$ cat src/rtl/sntc_ldpc_iter_ctrl_pkg.sv
// sntc_ldpc_iter_pkg: state codes, termination reasons and width constants for the LDPC iteration controller
package sntc_ldpc_iter_pkg;
  localparam int STATE_W = 3;
  localparam int REASON_W = 2;
  typedef logic [STATE_W-1:0] state_t;
  localparam state_t S_IDLE = 3'd0;
  localparam state_t S_LAUNCH = 3'd1;
  localparam state_t S_WAIT = 3'd2;
  localparam state_t S_EVAL = 3'd3;
  localparam state_t S_FIN = 3'd4;
  typedef enum logic [REASON_W-1:0] {
    R_CONV = 2'd0,
    R_MAXIT = 2'd1,
    R_STALL = 2'd2,
    R_ABORT = 2'd3
  } reason_e;
endpackage

$ cat src/rtl/sntc_ldpc_iter_ctrl.sv
// sntc_ldpc_iter_ctrl: LDPC bit-flip run FSM; host start/busy/done/pass/reason, core iter_start/iter_done/syn_wt, best-weight tracking with capture_best
module sntc_ldpc_iter_ctrl
  import sntc_ldpc_iter_pkg::*;
#(
  parameter int MM = 168,
  parameter int WT_W = $clog2(MM + 1),
  parameter int ITER_W = 8,
  parameter int STALL_W = 4
) (
  input  logic               clk,
  input  logic               clr,
  input  logic               start,
  input  logic [ITER_W-1:0]  cfg_max_iter,
  input  logic [WT_W-1:0]    cfg_wt_thresh,
  input  logic [STALL_W-1:0] cfg_stall_lim,
  input  logic               cfg_stall_en,
  input  logic               abort,
  output logic               iter_start,
  input  logic               iter_done,
  input  logic [WT_W-1:0]    syn_wt,
  output logic               capture_best,
  output logic               busy,
  output logic               done,
  output logic               pass,
  output logic [1:0]         reason,
  output logic [ITER_W-1:0]  iter_cnt,
  output logic [WT_W-1:0]    best_wt,
  output logic [ITER_W-1:0]  best_iter
);
  state_t st;
  logic [ITER_W-1:0] max_q, max_eff;
  logic [WT_W-1:0] thr_q, wt_q;
  logic [STALL_W-1:0] lim_q, stall_cnt, stall_nxt;
  logic sen_q, abort_q, ab, imp;
  always_comb begin
    ab = abort | abort_q;
    imp = wt_q < best_wt;
    stall_nxt = imp ? '0 : (&stall_cnt ? stall_cnt : stall_cnt + 1'b1);
    max_eff = max_q == '0 ? ITER_W'(1) : max_q;
    busy = st == S_LAUNCH || st == S_WAIT || st == S_EVAL;
    iter_start = st == S_LAUNCH && !abort_q;
    capture_best = st == S_EVAL && imp;
    done = st == S_FIN;
  end
  always_ff @(posedge clk) begin
    if (clr) begin
      st <= S_IDLE;
      pass <= 1'b0;
      reason <= R_CONV;
      iter_cnt <= '0;
      best_iter <= '0;
      best_wt <= '1;
      stall_cnt <= '0;
      abort_q <= 1'b0;
      wt_q <= '0;
      max_q <= '0;
      thr_q <= '0;
      lim_q <= '0;
      sen_q <= 1'b0;
    end else begin
      if (busy && abort) abort_q <= 1'b1;
      case (st)
        S_IDLE: if (start) begin
          max_q <= cfg_max_iter;
          thr_q <= cfg_wt_thresh;
          lim_q <= cfg_stall_lim;
          sen_q <= cfg_stall_en;
          iter_cnt <= '0;
          best_iter <= '0;
          stall_cnt <= '0;
          pass <= 1'b0;
          reason <= R_CONV;
          abort_q <= 1'b0;
          best_wt <= '1;
          st <= S_LAUNCH;
        end
        S_LAUNCH: begin
          if (abort_q) reason <= R_ABORT;
          st <= abort_q ? S_FIN : S_WAIT;
        end
        S_WAIT: if (iter_done) begin
          wt_q <= syn_wt;
          iter_cnt <= &iter_cnt ? iter_cnt : iter_cnt + 1'b1;
          st <= S_EVAL;
        end else if (ab) begin
          reason <= R_ABORT;
          st <= S_FIN;
        end
        S_EVAL: begin
          if (imp) begin
            best_wt <= wt_q;
            best_iter <= iter_cnt;
          end
          stall_cnt <= stall_nxt;
          st <= S_FIN;
          if (wt_q <= thr_q) begin
            pass <= 1'b1;
            reason <= R_CONV;
          end else if (ab) reason <= R_ABORT;
          else if (iter_cnt >= max_eff) reason <= R_MAXIT;
          else if (sen_q && lim_q != '0 && stall_nxt >= lim_q) reason <= R_STALL;
          else st <= S_LAUNCH;
        end
        default: st <= S_IDLE;
      endcase
    end
  end
endmodule

$ cat config.mk
export PLATFORM = sky130hd
export DESIGN_NAME = sntc_ldpc_iter_ctrl
export DESIGN_NICKNAME = d
export VERILOG_FILES = /design/src/rtl/sntc_ldpc_iter_ctrl_pkg.sv /design/src/rtl/sntc_ldpc_iter_ctrl.sv
export SDC_FILE = /design/constraint.sdc
export NUM_CORES = 1
export LEC_CHECK = 0
export ABC_AREA = 1
export CORE_ASPECT_RATIO = 0.7
export CORE_MARGIN = 3
export CORE_UTILIZATION = 50
export DETAILED_ROUTE_END_ITERATION = 8
export GPL_TIMING_DRIVEN = 0
export PLACE_DENSITY = 0.73
export SKIP_CTS_REPAIR_TIMING = 1
export SLEW_MARGIN = 0
export SYNTH_ARGS = -nofsm -noshare
export SYNTH_HDL_FRONTEND = slang
export SYNTH_SLANG_ARGS = --single-unit
$ cat constraint.sdc
create_clock -name clk -period 6.15 [get_ports clk]
set_input_delay 1.23 -clock clk [delete_from_list [all_inputs] [get_ports clk]]
set_output_delay 1.23 -clock clk [all_outputs]
set_load 0.02 [all_outputs]
After elaboration in Yosys (flattened, before gate mapping)
Cells that the tools add are included.

word-level totals
  output and inout port bits = 31
  input port bits = 34
  flip-flop bits (word level) = 64

operators by class
  mux-type cells = 38
  add/sub/neg operators = 2
  reduce and logical (&&, ||, !) cells = 24
  $lt $le $gt $ge = 4
  equality and inequality tests = 14
  bitwise gates (word level) = 1

operators with widths
  operator             number
  $mux 8               7
  $pmux 8 s2           3
  $mux 3               8
  $mux 2               8
  $ne 2x2->1 const B   7
  $mux 4               3
  $pmux 3 s4           1
  $add 8x1->8 const B  1
  $ge 8x8->1           1
  $le 8x8->1           1
  $logic_not 8->1      1
  $lt 8x8->1           1
  $pmux 2 s4           1
  $pmux 4 s2           1
  $reduce_and 2->1     4
  $reduce_and 4->1     2
  $reduce_and 8->1     1
  $reduce_bool 4->1    2
  $eq 3x2->1 const B   2
  $reduce_and 3->1     2
  $reduce_and 6->1     1
  $logic_and 1x1->1    5
  $mux 1               5
  $ne 5x2->1 const B   1
  12 further kinds     14

Logic depth before layout (Yosys ltp)
  depth after elaboration = 10
  depth in mapped cells = 20
  depth with buffers taken out = 20

Worst setup path after synthesis
OpenSTA, ideal clock, no wires.

  path kind = register to output
  start = register best_wt[7]
  end = output capture_best
  data arrival time = 1693 ps
  data required time = 4920 ps
  cell stages (with the launch flop) = 9
  path slack = 3227 ps
  cell sequence = dfxtp_1 > inv_1 > ha_1 > a21oi_1 > o21a_1 > a21boi_2 > nand2_2 > buf_2 > inv_1

on the way
  longest elaborated chain between the ends = 2

RTL lines
  item                    line                       source
  from (decl)             sntc_ldpc_iter_ctrl.sv:27  output logic [WT_W-1:0] best_wt,
  from (signal assigned)  sntc_ldpc_iter_ctrl.sv:91  best_wt <= wt_q;
  $lt 8x8->1              sntc_ldpc_iter_ctrl.sv:37  imp = wt_q < best_wt;
  $logic_and 1x1->1       sntc_ldpc_iter_ctrl.sv:42  capture_best = st == S_EVAL && imp;
  to (decl)               sntc_ldpc_iter_ctrl.sv:21  output logic capture_best,

Every way passes these cells.

Final worst setup path
  start = register wt_q[5]
  end = output capture_best

on the way
  longest elaborated chain between the ends = 2

RTL lines
  item                    line                       source
  from (decl)             sntc_ldpc_iter_ctrl.sv:32  logic [WT_W-1:0] thr_q, wt_q;
  from (signal assigned)  sntc_ldpc_iter_ctrl.sv:82  wt_q <= syn_wt;
  $lt 8x8->1              sntc_ldpc_iter_ctrl.sv:37
  $logic_and 1x1->1       sntc_ldpc_iter_ctrl.sv:42

Every way passes these cells.

==> metrics.yaml <==
yosys:
  synth.largest_area_cell: "dfxtp_1"
  synth.top_cell.area_share_pct: 36.7
  synth_commonest_cells: "nand2_1 (83), dfxtp_1 (64), inv_1 (62)"
  synth.most_common_cell: "nand2_1"
  ys_seq_area_share_pct: 36.7
  yosysWarningCount: 0
  netlist_area_mm2: 0.00349
  synth_top_flop_cell: "dfxtp_1"
  ys_seq_elements: 64
  synthCells: 489
  synth_edf_count: 0
  syn_nets: 552
  synthesis.area_per_instance_um2: 7.14
  synth_cell_types: 32
  synthTopCellsByArea: "dfxtp_1 (37%), ha_1 (10%), nand2_1 (8.9%)"
  ys_async_sr_fraction_pct: 0
clock_network:
  clockRootBuffer: "clkbuf_8"
  cts_tree: "yes"
  h-tree-depth: 3
  cts_sinks: 64
  cts_buffers: 9
  clkLatencyLatePin_ns: 0.34
  path_clk_slew_ns: 0.08
  cts_buffer_depth: 2
sta:
  rsz0062_at_grt: "false"
  tightest_slew_ns: 0.609
  fin_setup_tns_ns: 0
  relSlewSlack_pct: 59.4
  drv_slew: 0
  setup_viol: 0
  max_freq_mhz: 256
  hold_viol: 0
  clock-skew-final_ns: 0.00868
  period_minus_slack_ns: 3.91
  fin_crit_sh_pct: 63.5
outcome:
  status: "complete, no violations"
floorplanning:
  die_x_um: 106
  die_y_um: 75.9
  start_util_pct: 53.8
  coreArea_mm2: 0.00649
  num_io_pins: 65
  dieArea_mm2: 0.00804
  row_count: 24
placed_design:
  hpwl_um: 7830
  placed_cell_area_mm2: 0.00424
  gp_congestion: 0.912
  io_buffer_count: 63
setup_path:
  cp.arrival_ns: 2.68
  criticalPathCategory: "register to primary output"
  crit_family: "buffers and inverters"
  slowest_delay_ns: 0.59
  cp_cell_sequence: "ha_1 -> a21oi_1 -> o21a_1 -> a21boi_2 -> nand2_2 -> buf_2 -> inv_1 -> clkdlybuf4s50_1"
  cp-end-kind: "primary output"
  crit_slowest_cell: "clkdlybuf4s50_1"
  crit_buf_inv: 3
  worstPathRequired_ns: 4.92
  critical_path_cell_count: 8
  r2r_cells: 18
  start_kind: "register"
  path_max_fanout: 10
detailed_routing:
  first_pass_iters: 5
  avgViaCountPerCell: 5.38
  vias: 3544
  wl_per_cell_um: 15.8
  antenna_left: 0
  wl_um: 10400
  drtIter0Drc: 277
  drc_errors: 0
power:
  leakage_nw: 1.99
  pwr-share-comb_pct: 47.0
  seqPwrFrac_pct: 31.3
  p_int_mw: 1.10
  clkPwrFrac_pct: 21.7
  ir_drop_mv: 0.255
  p_sw_share_pct: 41.7
  p_sw_mw: 0.784
  power_density_mw_per_mm2: 422
global_routing:
  antenna_found_initial: 0
  overflow: 0
  track_usage_pct: 26.0
  grt_max_degree: 12
  grt_pass1_vias: 3347
  grt_pass1_wl_um: 16800
layout:
  area_delta_synth_final_pct: 27.7
  drive_above_1_share_pct: 8.10
  antenna_cells_inserted: 0
  utilization_pct: 68.7
  fin_nets: 626
  final_area_mm2: 0.00446
hold_path:
  min_path_type: "register to register"
  holdPathStages: 2
job:
  max_cap_viol_count: 0
==> logic make-up (layout without fill, tap and decap cells) <==
group / count (synthesis) / count (layout) / share of synthesized area, %
buffers and inverters: 87 / 166 / 10.1
xor gates and xnor gates: 4 / 4 / 1.00
and+or+nand+nor: 203 / 203 / 26.5
AOI/OAI and AO/OA: 102 / 102 / 15.3
adders and majority gates: 29 / 29 / 10.4
DFF: 64 / 64 / 36.7
==> power groups by stage <==
stage          combinational [mW]  sequential [mW]  clock, mW
2_1_floorplan               0.533            0.633          0
3_3_place_gp                0.848            0.590          0
3_5_place_dp                0.871            0.595          0
4_1_cts                     0.879            0.587      0.413
5_1_grt                     0.983            0.598      0.430
6_report                    0.884            0.588      0.407
==> through the flow <==
step	instances	power [mW]	hold slack [ns]	setup slack (ns)
floorplan	489	1.17	0.429	3.23
global placement	643	1.44	0.450	2.69
detailed placement	643	1.47	0.457	2.67
CTS	659	1.88	0.470	2.28
global route	659	2.01	0.489	2.15
finish	659	1.88	0.471	2.24
==> per-layer routing <==
layer | share of wire [%] | global-route usage, % | vias up | wire, um
met1 | 48 | 38.1 | 1637 | 4950
met4 | 0.97 | 5.95 | 0 | 101
li1 | - | - | 1754 | -
met5 | 0 | 0 | - | 0
met2 | 43 | 38.9 | 142 | 4520
met3 | 8.0 | 6.03 | 11 | 832
==> cell usage in the layout, fill, tap and decap left out, drive strengths merged, types with 2 or more instances in the layout <==
| cell type | n |
|---|---|
| clkdlybuf4s50 | 63 |
| nor2 | 52 |
| nor3 | 12 |
| nand3 | 34 |
| nand2 | 89 |
| o21a | 3 |
| nand4 | 7 |
| a21oi | 56 |
| bufinv | 2 |
| clkinvlp | 2 |
| a22oi | 3 |
| dfxtp | 64 |
| o21ai | 38 |
| ha | 29 |
| buf | 14 |
| nand3b | 8 |
| inv | 68 |
| clkbuf | 16 |
| xor2 | 3 |
==> sequential cells by signal, summed over array words and instances (netlist names) <==
register	cells
st	3
thr_q	8
max_q	8
sen_q	1
best_iter	8
iter_cnt	8
lim_q	4
reason	2
abort_q	1
stall_cnt	4
pass	1
wt_q	8
best_wt	8
==> path summary, 6_finish.rpt <==
check / slack (ns) / endpoint / startpoint
setup reg to reg: 3.25 / reason[1] / wt_q[5]
hold / removal: 0.47 / thr_q[7] / thr_q[7]
setup / recovery: 2.24 / capture_best / wt_q[5]
hold reg to reg: 0.47 / thr_q[7] / thr_q[7]
==> worst min-delay path, cell delays in order, from the launching register on <==
cell     delay, ns
dfxtp_1       0.30
inv_1         0.07
a21oi_1       0.06
==> final cells by class <==
type	instances	area (um2)
Sequential cell	64	1280
Buffer	19	95.1
Tap cell	91	114
Inverter	68	258
Fill cell	595	2030
Clock buffer	11	141
Multi-Input combinational cell	338	1860
Timing Repair Buffer	63	631
Clock inverter	5	80.1
Note: power is estimated with default switching activity, not from simulation.
